### src/rtl/alu_seq_param.sv
// alu_seq_param: clocked, width-parametrised ALU with a START/DONE handshake and
// multi-bit shifts run one bit per cycle. Define ALU_ROTATE_EN to enable ROL/ROR (ops 11/12).
module alu_seq_param #(
  parameter int W  = 8,
  parameter int SW = $clog2(W)
) (
  input  logic          CLK,
  input  logic          Reset,
  input  logic          START,
  input  logic [3:0]    OP,
  input  logic [W-1:0]  INPUTA,
  input  logic [W-1:0]  INPUTB,
  input  logic [SW-1:0] SHAMT,
  output logic          BUSY,
  output logic          DONE,
  output logic [W-1:0]  OUT,
  output logic          SC_OUT,
  output logic          BR_FLAG
);

  localparam logic [3:0] OP_ADDL = 4'd0;
  localparam logic [3:0] OP_SUB  = 4'd1;
  localparam logic [3:0] OP_XOR  = 4'd2;
  localparam logic [3:0] OP_NOT  = 4'd3;
  localparam logic [3:0] OP_SRA  = 4'd4;
  localparam logic [3:0] OP_SRG  = 4'd5;
  localparam logic [3:0] OP_SLG  = 4'd6;
  localparam logic [3:0] OP_SLO  = 4'd7;
  localparam logic [3:0] OP_BL   = 4'd8;
  localparam logic [3:0] OP_BR   = 4'd9;
  localparam logic [3:0] OP_BMH  = 4'd10;
  localparam logic [3:0] OP_ROL  = 4'd11;
  localparam logic [3:0] OP_ROR  = 4'd12;

`ifdef ALU_ROTATE_EN
  localparam bit ROT_EN = 1'b1;
`else
  localparam bit ROT_EN = 1'b0;
`endif

  typedef enum logic [1:0] {
    ST_IDLE  = 2'd0,
    ST_EXEC  = 2'd1,
    ST_SHIFT = 2'd2,
    ST_FIN   = 2'd3
  } state_t;

  state_t state_reg, state_next;

  logic [3:0]    op_reg;
  logic [W-1:0]  a_reg;
  logic [W-1:0]  b_reg;
  logic [SW-1:0] cnt_reg;
  logic [W-1:0]  work_reg;
  logic          fill_reg;
  logic [W-1:0]  out_reg;
  logic          sc_reg;
  logic          br_reg;

  logic [W:0]    sum;
  logic [W-1:0]  exec_out;
  logic          exec_sc;
  logic          exec_br;

  logic [W-1:0]  right_val;
  logic [W-1:0]  left_val;
  logic          right_fill;
  logic          left_fill;
  logic          shift_right;
  logic [W-1:0]  step_out;
  logic          step_sc;

  function automatic logic is_shift(input logic [3:0] op);
    is_shift = ((op >= OP_SRA) && (op <= OP_SLO)) ||
               (ROT_EN && ((op == OP_ROL) || (op == OP_ROR)));
  endfunction

  // State register
  always_ff @(posedge CLK or posedge Reset) begin
    if (Reset) begin
      state_reg <= ST_IDLE;
    end else begin
      state_reg <= state_next;
    end
  end

  // Next-state logic
  always_comb begin
    state_next = state_reg;
    case (state_reg)
      ST_IDLE: begin
        if (START) begin
          if (is_shift(OP) && (SHAMT != '0)) begin
            state_next = ST_SHIFT;
          end else begin
            state_next = ST_EXEC;
          end
        end
      end
      ST_EXEC:  state_next = ST_FIN;
      ST_SHIFT: begin
        if (cnt_reg == SW'(1)) begin
          state_next = ST_FIN;
        end
      end
      ST_FIN:   state_next = ST_IDLE;
      default:  state_next = ST_IDLE;
    endcase
  end

  // Output logic
  always_comb begin
    BUSY = (state_reg != ST_IDLE);
    DONE = (state_reg == ST_FIN);
  end

  assign OUT     = out_reg;
  assign SC_OUT  = sc_reg;
  assign BR_FLAG = br_reg;

  // Single-cycle result; a shift op only lands in EXEC when its count was zero.
  always_comb begin
    sum      = {1'b0, a_reg} + {1'b0, b_reg} + {{W{1'b0}}, sc_reg};
    exec_out = '0;
    exec_sc  = sc_reg;
    exec_br  = 1'b0;
    if (is_shift(op_reg)) begin
      exec_out = b_reg;
      exec_sc  = 1'b0;
    end else begin
      case (op_reg)
        OP_ADDL: begin
          exec_out = sum[W-1:0];
          exec_sc  = sum[W];
        end
        OP_SUB: begin
          exec_out = a_reg - b_reg;
          exec_sc  = (a_reg < b_reg);
        end
        OP_XOR: begin
          exec_out = a_reg ^ b_reg;
          exec_sc  = 1'b0;
        end
        OP_NOT: begin
          exec_out = ~b_reg;
          exec_sc  = 1'b0;
        end
        OP_BL:   exec_br = ($signed(a_reg) < $signed(b_reg));
        OP_BR:   exec_br = 1'b1;
        OP_BMH:  exec_br = (a_reg[W-1:W/2] == b_reg[W-1:W/2]);
        default: exec_br = 1'b0;
      endcase
    end
  end

  // One-bit shift step: pick direction, the bit entering at the open end and the bit leaving.
  always_comb begin
    right_fill  = 1'b0;
    left_fill   = 1'b0;
    shift_right = 1'b0;
    step_sc     = 1'b0;
    case (op_reg)
      OP_SRA: begin
        right_fill  = work_reg[W-1];
        shift_right = 1'b1;
        step_sc     = work_reg[0];
      end
      OP_SRG: begin
        shift_right = 1'b1;
        step_sc     = work_reg[0];
      end
      OP_SLG: begin
        step_sc = work_reg[W-1];
      end
      OP_SLO: begin
        left_fill = fill_reg;
      end
      OP_ROL: begin
        if (ROT_EN) begin
          left_fill = work_reg[W-1];
          step_sc   = work_reg[W-1];
        end
      end
      OP_ROR: begin
        if (ROT_EN) begin
          right_fill  = work_reg[0];
          shift_right = 1'b1;
          step_sc     = work_reg[0];
        end
      end
      default: begin
        step_sc = 1'b0;
      end
    endcase
  end

  genvar gi;
  generate
    for (gi = 0; gi < W; gi++) begin : g_step
      if (gi == W - 1) begin : g_right_msb
        assign right_val[gi] = right_fill;
      end else begin : g_right_mid
        assign right_val[gi] = work_reg[gi+1];
      end
      if (gi == 0) begin : g_left_lsb
        assign left_val[gi] = left_fill;
      end else begin : g_left_mid
        assign left_val[gi] = work_reg[gi-1];
      end
    end
  endgenerate

  assign step_out = shift_right ? right_val : left_val;

  // Operand capture and result registers; results only change on entry to FIN.
  always_ff @(posedge CLK or posedge Reset) begin
    if (Reset) begin
      op_reg   <= '0;
      a_reg    <= '0;
      b_reg    <= '0;
      cnt_reg  <= '0;
      work_reg <= '0;
      fill_reg <= 1'b0;
      out_reg  <= '0;
      sc_reg   <= 1'b0;
      br_reg   <= 1'b0;
    end else begin
      case (state_reg)
        ST_IDLE: begin
          if (START) begin
            op_reg   <= OP;
            a_reg    <= INPUTA;
            b_reg    <= INPUTB;
            cnt_reg  <= SHAMT;
            work_reg <= INPUTB;
            fill_reg <= sc_reg;
          end
        end
        ST_EXEC: begin
          out_reg <= exec_out;
          sc_reg  <= exec_sc;
          br_reg  <= exec_br;
        end
        ST_SHIFT: begin
          work_reg <= step_out;
          cnt_reg  <= cnt_reg - SW'(1);
          if (cnt_reg == SW'(1)) begin
            out_reg <= step_out;
            sc_reg  <= step_sc;
            br_reg  <= 1'b0;
          end
        end
        default: begin
          fill_reg <= fill_reg;
        end
      endcase
    end
  end

endmodule

### config.mk
export PLATFORM = sky130hd
export DESIGN_NAME = alu_seq_param
export DESIGN_NICKNAME = d
export VERILOG_FILES = /design/src/rtl/alu_seq_param.sv
export SDC_FILE = /design/constraint.sdc
export NUM_CORES = 1
export LEC_CHECK = 0
export ABC_CLOCK_PERIOD_IN_PS = 4250
export CAP_MARGIN = 20
export CORE_MARGIN = 1
export CORE_UTILIZATION = 35
export CTS_BUF_LIST = sky130_fd_sc_hd__clkbuf_16
export DETAILED_ROUTE_END_ITERATION = 8
export PLACE_DENSITY = 0.51
export SYNTH_ARGS = -nofsm -noshare
export SYNTH_HDL_FRONTEND = slang
export SYNTH_SLANG_ARGS = --single-unit
### constraint.sdc
create_clock -name CLK -period 4.25 [get_ports CLK]
set_input_delay 0.85 -clock CLK [delete_from_list [all_inputs] [get_ports CLK]]
set_output_delay 0.85 -clock CLK [all_outputs]
set_load 0.005 [all_outputs]
==> impl_results.md, run 1 <==
* Die Y at 97.7 um
* Worst r2r src: SC_OUT
* Area Overhead vs Synth at 18.7%
* Share of layout cells above drive strength 1 at 0.106
* Synth top area cells: dfrtp_1, ha_1, mux2_2
* Slew @ Worst Pin at 0.929 ns
* Critical Path RT at 3.40 ns
* Final worst-path cycle share at 0.582
* First-pass GRT wire length at 13900 um
* Met1 track demand over resource at 0.264
* End point of the critical path: BUSY
* Static Leak at 0.00161 uW
* Clock latency on the worst-skew pair at 0.29 ns
* Synth warn at 0
* Post-DP HPWL at 6130 um
* Peak Freq at 404 MHz
* Syn Area/Cell at 8.88 um^2
* Post-synth cell types at 59
* Dpl cells at 488
* Slew Limit Fails at 0
* Flops & latches, synth at 44
* Outcome: complete, no violations
* GRT overflow at 0
* Layout Nets at 437
* Total CTS buffers at 5
* Final hold vios at 0
* Net Count, Synth at 411
* Critical path launch point: state_reg[0]
* R2R Path End: OUT[1]
* Clk root buf: clkbuf_16
* GPL Wtd Cong at 0.834
* Post-synthesis mux area share at 0.112
* Reg2Reg Setup Slack at 1.80 ns
* Routed vias/inst at 5.53
* RSZ-0062 raised after global routing: false
* Kind of critical path: reg2out
* Fillers at 861
* Synth Area in Compound Gates at 0.227
* Initial Util at 0.364
* Kind of end point of the critical path: output pin
* DR WL/cell at 16.7 um
* Largest family of logic cells by synthesized area: compound AO/OA/AOI/OAI gates
* Min cycle time layout at 2.47 ns
* Total number of vias at 2743
* Most frequent cells in the layout: dfrtp_1, o21ai_0, nand2_1, clkdlybuf4s50_1, inv_1
* Final core utilization at 0.432
* PortBufs at 37
* Register area share after synthesis at 0.344
* Type of the most critical hold path: reg2reg
* Max-Cap Viols at 0
* Drt first pass iters at 4
* Non-filler cells, final at 496
* Vias in the first global route at 2643
* Worst Setup Start Kind: register
* Fin Clk Skew at 0.00693 ns
* Busiest grt layer: met2
* Final setup fails at 0
* Setup bufs post-CTS at 0
* Cells after Synth at 361
* H-tree levels at 2
* DRC at 0
* Asr flop ratio synth at 1.00
* Post-place setup slack at 1.78 ns
* Worst endpoint data arrival time at 1.62 ns
* Met2 GRT Util at 0.289
* CTS tree: done
* Area of the die at 0.00954 mm^2
* Crit path max fanout at 4
* M3 GR Usage at 0.0288
* Simple-gate portion of the synthesized area at 0.130
* Post-synth top area cell: dfrtp_1
* Core ar. at 0.00881 mm^2
* Reg clk slew, reported paths at 0.07 ns
* Drt initial violations at 188
* Synthesized area at 0.00320 mm^2
* Setup_tns at 0 ns
* Clock buffer depth at 2
* Storage cell area at 0.00110 mm^2
* I/O pins at 38
* Resize count post-CTS at 0
* Commonest non-fill, non-tap cell in the layout: dfrtp_1
* Setup WS post-layout at 1.78 ns
* Die Width at 97.7 um
* Antenna fix cells at 0
* EDFF count, synth at 0
* Row count at 34
* Pwr Density at 951 mW/mm^2
* Synth Flop Type: dfrtp_1
* Worst vdd ir at 0.374 mV
* Detail Route Antenna Nets at 0
* Synth Area in XOR/XNOR at 0.0137
* Area occupied by multi-input gates at 0.00188 mm^2
* Total Routed Length at 8290 um
* Initial antenna violation count at 0
* CTS Sinks at 44
* Post-Synth Adder-Cell Area at 0.104
* Gr usage total at 0.185
* Headroom to the max-slew limit at 0.380
* Reg2reg path depth at 9
* Largest net degree at the start of global routing at 45
* Post-CTS Hold Fix Bufs at 0
* Synth top area share at 0.344
==> area by class of cell <==
class | count | share of cell area
multi-input combinational | 263 | 0.494
sequential | 44 | 0.289
timing repair buffer | 41 | 0.105
tap | 108 | 0.0355
clock buffer | 5 | 0.0329
inverter | 32 | 0.0316
clock inverter | 3 | 0.0112
==> worst min-delay path by stage <==
| stage | start | endpoint | cells after the start |
|---|---|---|---|
| global placement | work_reg[1] | work_reg[1] | 2 |
| global route | a_reg[0] | a_reg[0] | 1 |
| detailed placement | cnt_reg[1] | cnt_reg[1] | 2 |
| finish | cnt_reg[1] | cnt_reg[1] | 2 |
| floorplan | cnt_reg[1] | cnt_reg[1] | 2 |
| CTS | cnt_reg[1] | cnt_reg[1] | 2 |
==> cells in the mapped netlist (2+ instances only) <==
library cell   n
nand3b_1       3
nand4_1        2
ha_1          21
mux2i_1        9
o31a_1         2
nor2b_1        5
a21oi_1       22
inv_1         31
and3_1         2
nor3b_1        2
a211oi_1       5
o211a_1        2
o21ai_0       38
nor3_1         6
fa_1           3
nand2_1       37
o211ai_1       4
buf_1          4
o41ai_1        2
dfrtp_1       44
a31oi_1        8
o221ai_1       2
nor2_1        12
clkbuf_1       9
buf_2          7
o31ai_1        5
xor2_1         2
mux2_2        22
nand3_1        7
a221oi_2       2
nand2b_1       3
o21a_1         3
xnor2_1        3
and2_1         2
o21ai_1        5
a221oi_1       2
==> power by group <==
group,internal (uW),switching (uW)
Sequential,639,292
Combinational,993,1240
Clock,277,175
==> logic make-up (layout without fill, tap and decap cells) <==
group           after synthesis  in the layout
xor+xnor                      5              5
flops                        44             44
fa+ha+maj                    25             25
buf+inv                      54             81
mux                          32             32
compound gates              114            114
simple gates                 87             87
==> per-stage QoR <==
stage,hold WS [ns],power (uW),instance area [um^2]
floorplan,0.450,2560,3200
global placement,0.463,3160,3640
detailed placement,0.470,3170,3640
CTS,0.486,3640,3800
global route,0.523,3980,3800
finish,0.485,3620,3800
==> critical path, stage by stage, from the launching register on <==
cell	delay, ns
dfrtp_1	0.39
inv_1	0.07
ha_1	0.24
inv_1	0.12
clkdlybuf4s50_1	0.52
==> routing by layer <==
metal | share of wire | up-vias
met1 | 0.49 | 1312
met4 | 0.013 | 0
met2 | 0.46 | 78
met3 | 0.040 | 8
met5 | 0 | -
li1 | - | 1345
Power figures use the tool's default switching activity.
==> run 2: changes to the inputs <==
- ABC_CLOCK_PERIOD_IN_PS: 4250 -> 2250
- PLACE_DENSITY: 0.51 -> 0.53
- clock period: 4.25 -> 2.25 ns (I/O delays scaled with it)
==> run 2 against run 1 <==
  * The run now ends with DRC left
  * Register-to-register slack got worse by 1.8 ns
  * Non-clock buffer count rose by 34
  * Wire length rose by 12%
  * Sequential cell count did not move
  * Global-route usage rose by 1.8 points
  * Critical path type is now reg2reg
  * Largest power group unchanged
==> impl_results.md, run 2 (synthesis results as in run 1) <==
* Initial antenna violation count at 0
* Total CTS buffers at 5
* Clock latency on the worst-skew pair at 0.28 ns
* Reg clk slew, reported paths at 0.06 ns
* Slew Limit Fails at 0
* Kind of end point of the critical path: register
* Static Leak at 0.00177 uW
* Most frequent cells in the layout: dfrtp_1, nand2_1, clkdlybuf4s50_1, buf_4, o21ai_0
* I/O pins at 38
* Slew @ Worst Pin at 0.544 ns
* Final core utilization at 0.466
* CTS tree: done
* Clk root buf: clkbuf_16
* Failing checks: DRC
* CTS Sinks at 44
* Placed Area at 0.00387 mm^2
* H-tree levels at 2
* DR WL/cell at 17.6 um
* Final worst-path cycle share at 0.979
* Layout Nets at 471
* Post-DP HPWL at 7170 um
* Met2 GRT Util at 0.328
* Largest net degree at the start of global routing at 27
* Antenna fix cells at 0
* Worst r2r src: SC_OUT
* Combinational power share at 0.693
* PortBufs at 37
* Worst vdd ir at 0.683 mV
* Final setup fails at 0
* Busiest grt layer: met2
* Area Overhead vs Synth at 28.0%
* Kind of critical path: reg2reg
* Clock buffer depth at 2
* Routed vias/inst at 5.37
* Detail Route Antenna Nets at 0
* Gr usage total at 0.203
* Final hold slack at 0.465 ns
* Commonest non-fill, non-tap cell in the layout: dfrtp_1
* Sw Ratio at 0.463
* Type of the most critical hold path: in2async
* M3 GR Usage at 0.0216
* Crit-path max cell delay at 0.46 ns
* Initial Util at 0.364
* Met1 track demand over resource at 0.281
* Headroom to the max-slew limit at 0.636
* Seq pwr share at 0.216
* CP cell instances: inv_2, fa_2, inv_2, fa_1, mux4_2, nor2_1, a211oi_1, o21ai_1, o21ai_1
* Total Routed Length at 9290 um
* Reg2reg path depth at 9
* RSZ-0062 raised after global routing: true
* Post-CTS Hold Fix Bufs at 0
* DRC at 2
* Worst endpoint data arrival time at 2.36 ns
* Fin Clk Skew at 0.00333 ns
* Row count at 34
* Pwr Density at 1860 mW/mm^2
* Crit path max fanout at 2
* Peak Freq at 454 MHz
* Core ar. at 0.00881 mm^2
* Reg2Reg Setup Slack at 0.05 ns
* R2R Path End: OUT[1]
* Total number of vias at 2842
* Die Width at 97.7 um
* Min cycle time layout at 2.20 ns
* Area of the die at 0.00954 mm^2
* Sw power at 3530 uW
* Slowest CP cell: mux4_2
* Max-Cap Viols at 0
* Worst Setup Start Kind: register
* Pint at 4100 uW
* Share of layout cells above drive strength 1 at 0.216
* Critical Path RT at 2.40 ns
* First-pass GRT wire length at 14900 um
* Die Y at 97.7 um
* Drt first pass iters at 6
* Clock power frac at 0.092
* Post-route cell area at 0.00410 mm^2
* GPL Wtd Cong at 0.881
* GRT overflow at 0
* Drt initial violations at 158
* Outcome: finished with violations
* Vias in the first global route at 2794
* Final hold vios at 0
run 2: cell types whose count changed in the layout (fill, tap and decap cells not counted), moves of 2 or more:
cell	before	now
buf_4	4	37
ha_2	0	2
fa_1	3	1
ha_1	21	17
o21ai_1	5	7
inv_1	30	27
a211oi_1	5	3
fa_2	0	2
inv_2	2	6
o21ai_0	38	35
ha_4	0	2
a211oi_2	0	2
run 2: repair_timing:
| item | in CTS | in global routing |
|---|---|---|
| pin swaps | 3 | 11 |
| endpoints found under the setup margin | 4 | 8 |
| setup buffers | 2 | 1 |
| resized for setup | 9 | 13 |
run 2: layer usage:
layer	vias to the layer above	wire (um)
li1	1408	-
met1	1372	4460
met2	51	4360
met3	11	279
met4	0	179
met5	-	0
run 2: per-stage QoR:
step,total power (uW),cells,setup TNS (ns),worst slack (ns)
after global routing,8280,529,-0.0750,-0.0735
after CTS,7470,528,-0.0290,-0.0176
after floorplan,4840,361,0,0.0559
after detailed placement,6600,519,-0.178,-0.0787
final,7630,529,0,0.0470
after global placement,6600,519,-0.0137,-0.0137
run 2: how the worst max path moves through the flow:
stage	slack [ns]	to	startpoint	cells past startpoint
2_1_floorplan	0.06	OUT[1]	SC_OUT	9
3_3_place_gp	-0.01	OUT[6]	a_reg[0]	10
3_5_place_dp	-0.08	OUT[6]	a_reg[0]	10
4_1_cts	-0.02	OUT[6]	a_reg[0]	10
5_1_grt	-0.07	OUT[1]	SC_OUT	9
6_report	0.05	OUT[1]	SC_OUT	9
run 2: worst max-delay path: cells and delay by family, from the launching register on:
kind                     cells  cell delay [ns]
adder cells (fa/ha/maj)      2             0.80
AO/OA/AOI/OAI                3             0.25
AND/OR/NAND/NOR              1             0.10
flip-flops                   1             0.35
multiplexers                 1             0.46
buffers and inverters        2             0.11
run 2: power by group through the flow:
stage	Clock [uW]	Sequential (uW)	Combinational, uW
after floorplan	0	1490	3350
after global placement	0	1640	4960
after detailed placement	0	1650	4950
after CTS	726	1630	5110
after global routing	757	1700	5820
final	701	1650	5280
run 2: area by class of cell:
cell class	instances	area [um^2]
Clock buffer	5	125
Clock inverter	2	8.76
Fill cell	847	4700
Inverter	32	120
Multi-Input combinational cell	263	1950
Sequential cell	44	1100
Tap cell	108	135
Timing Repair Buffer	75	659
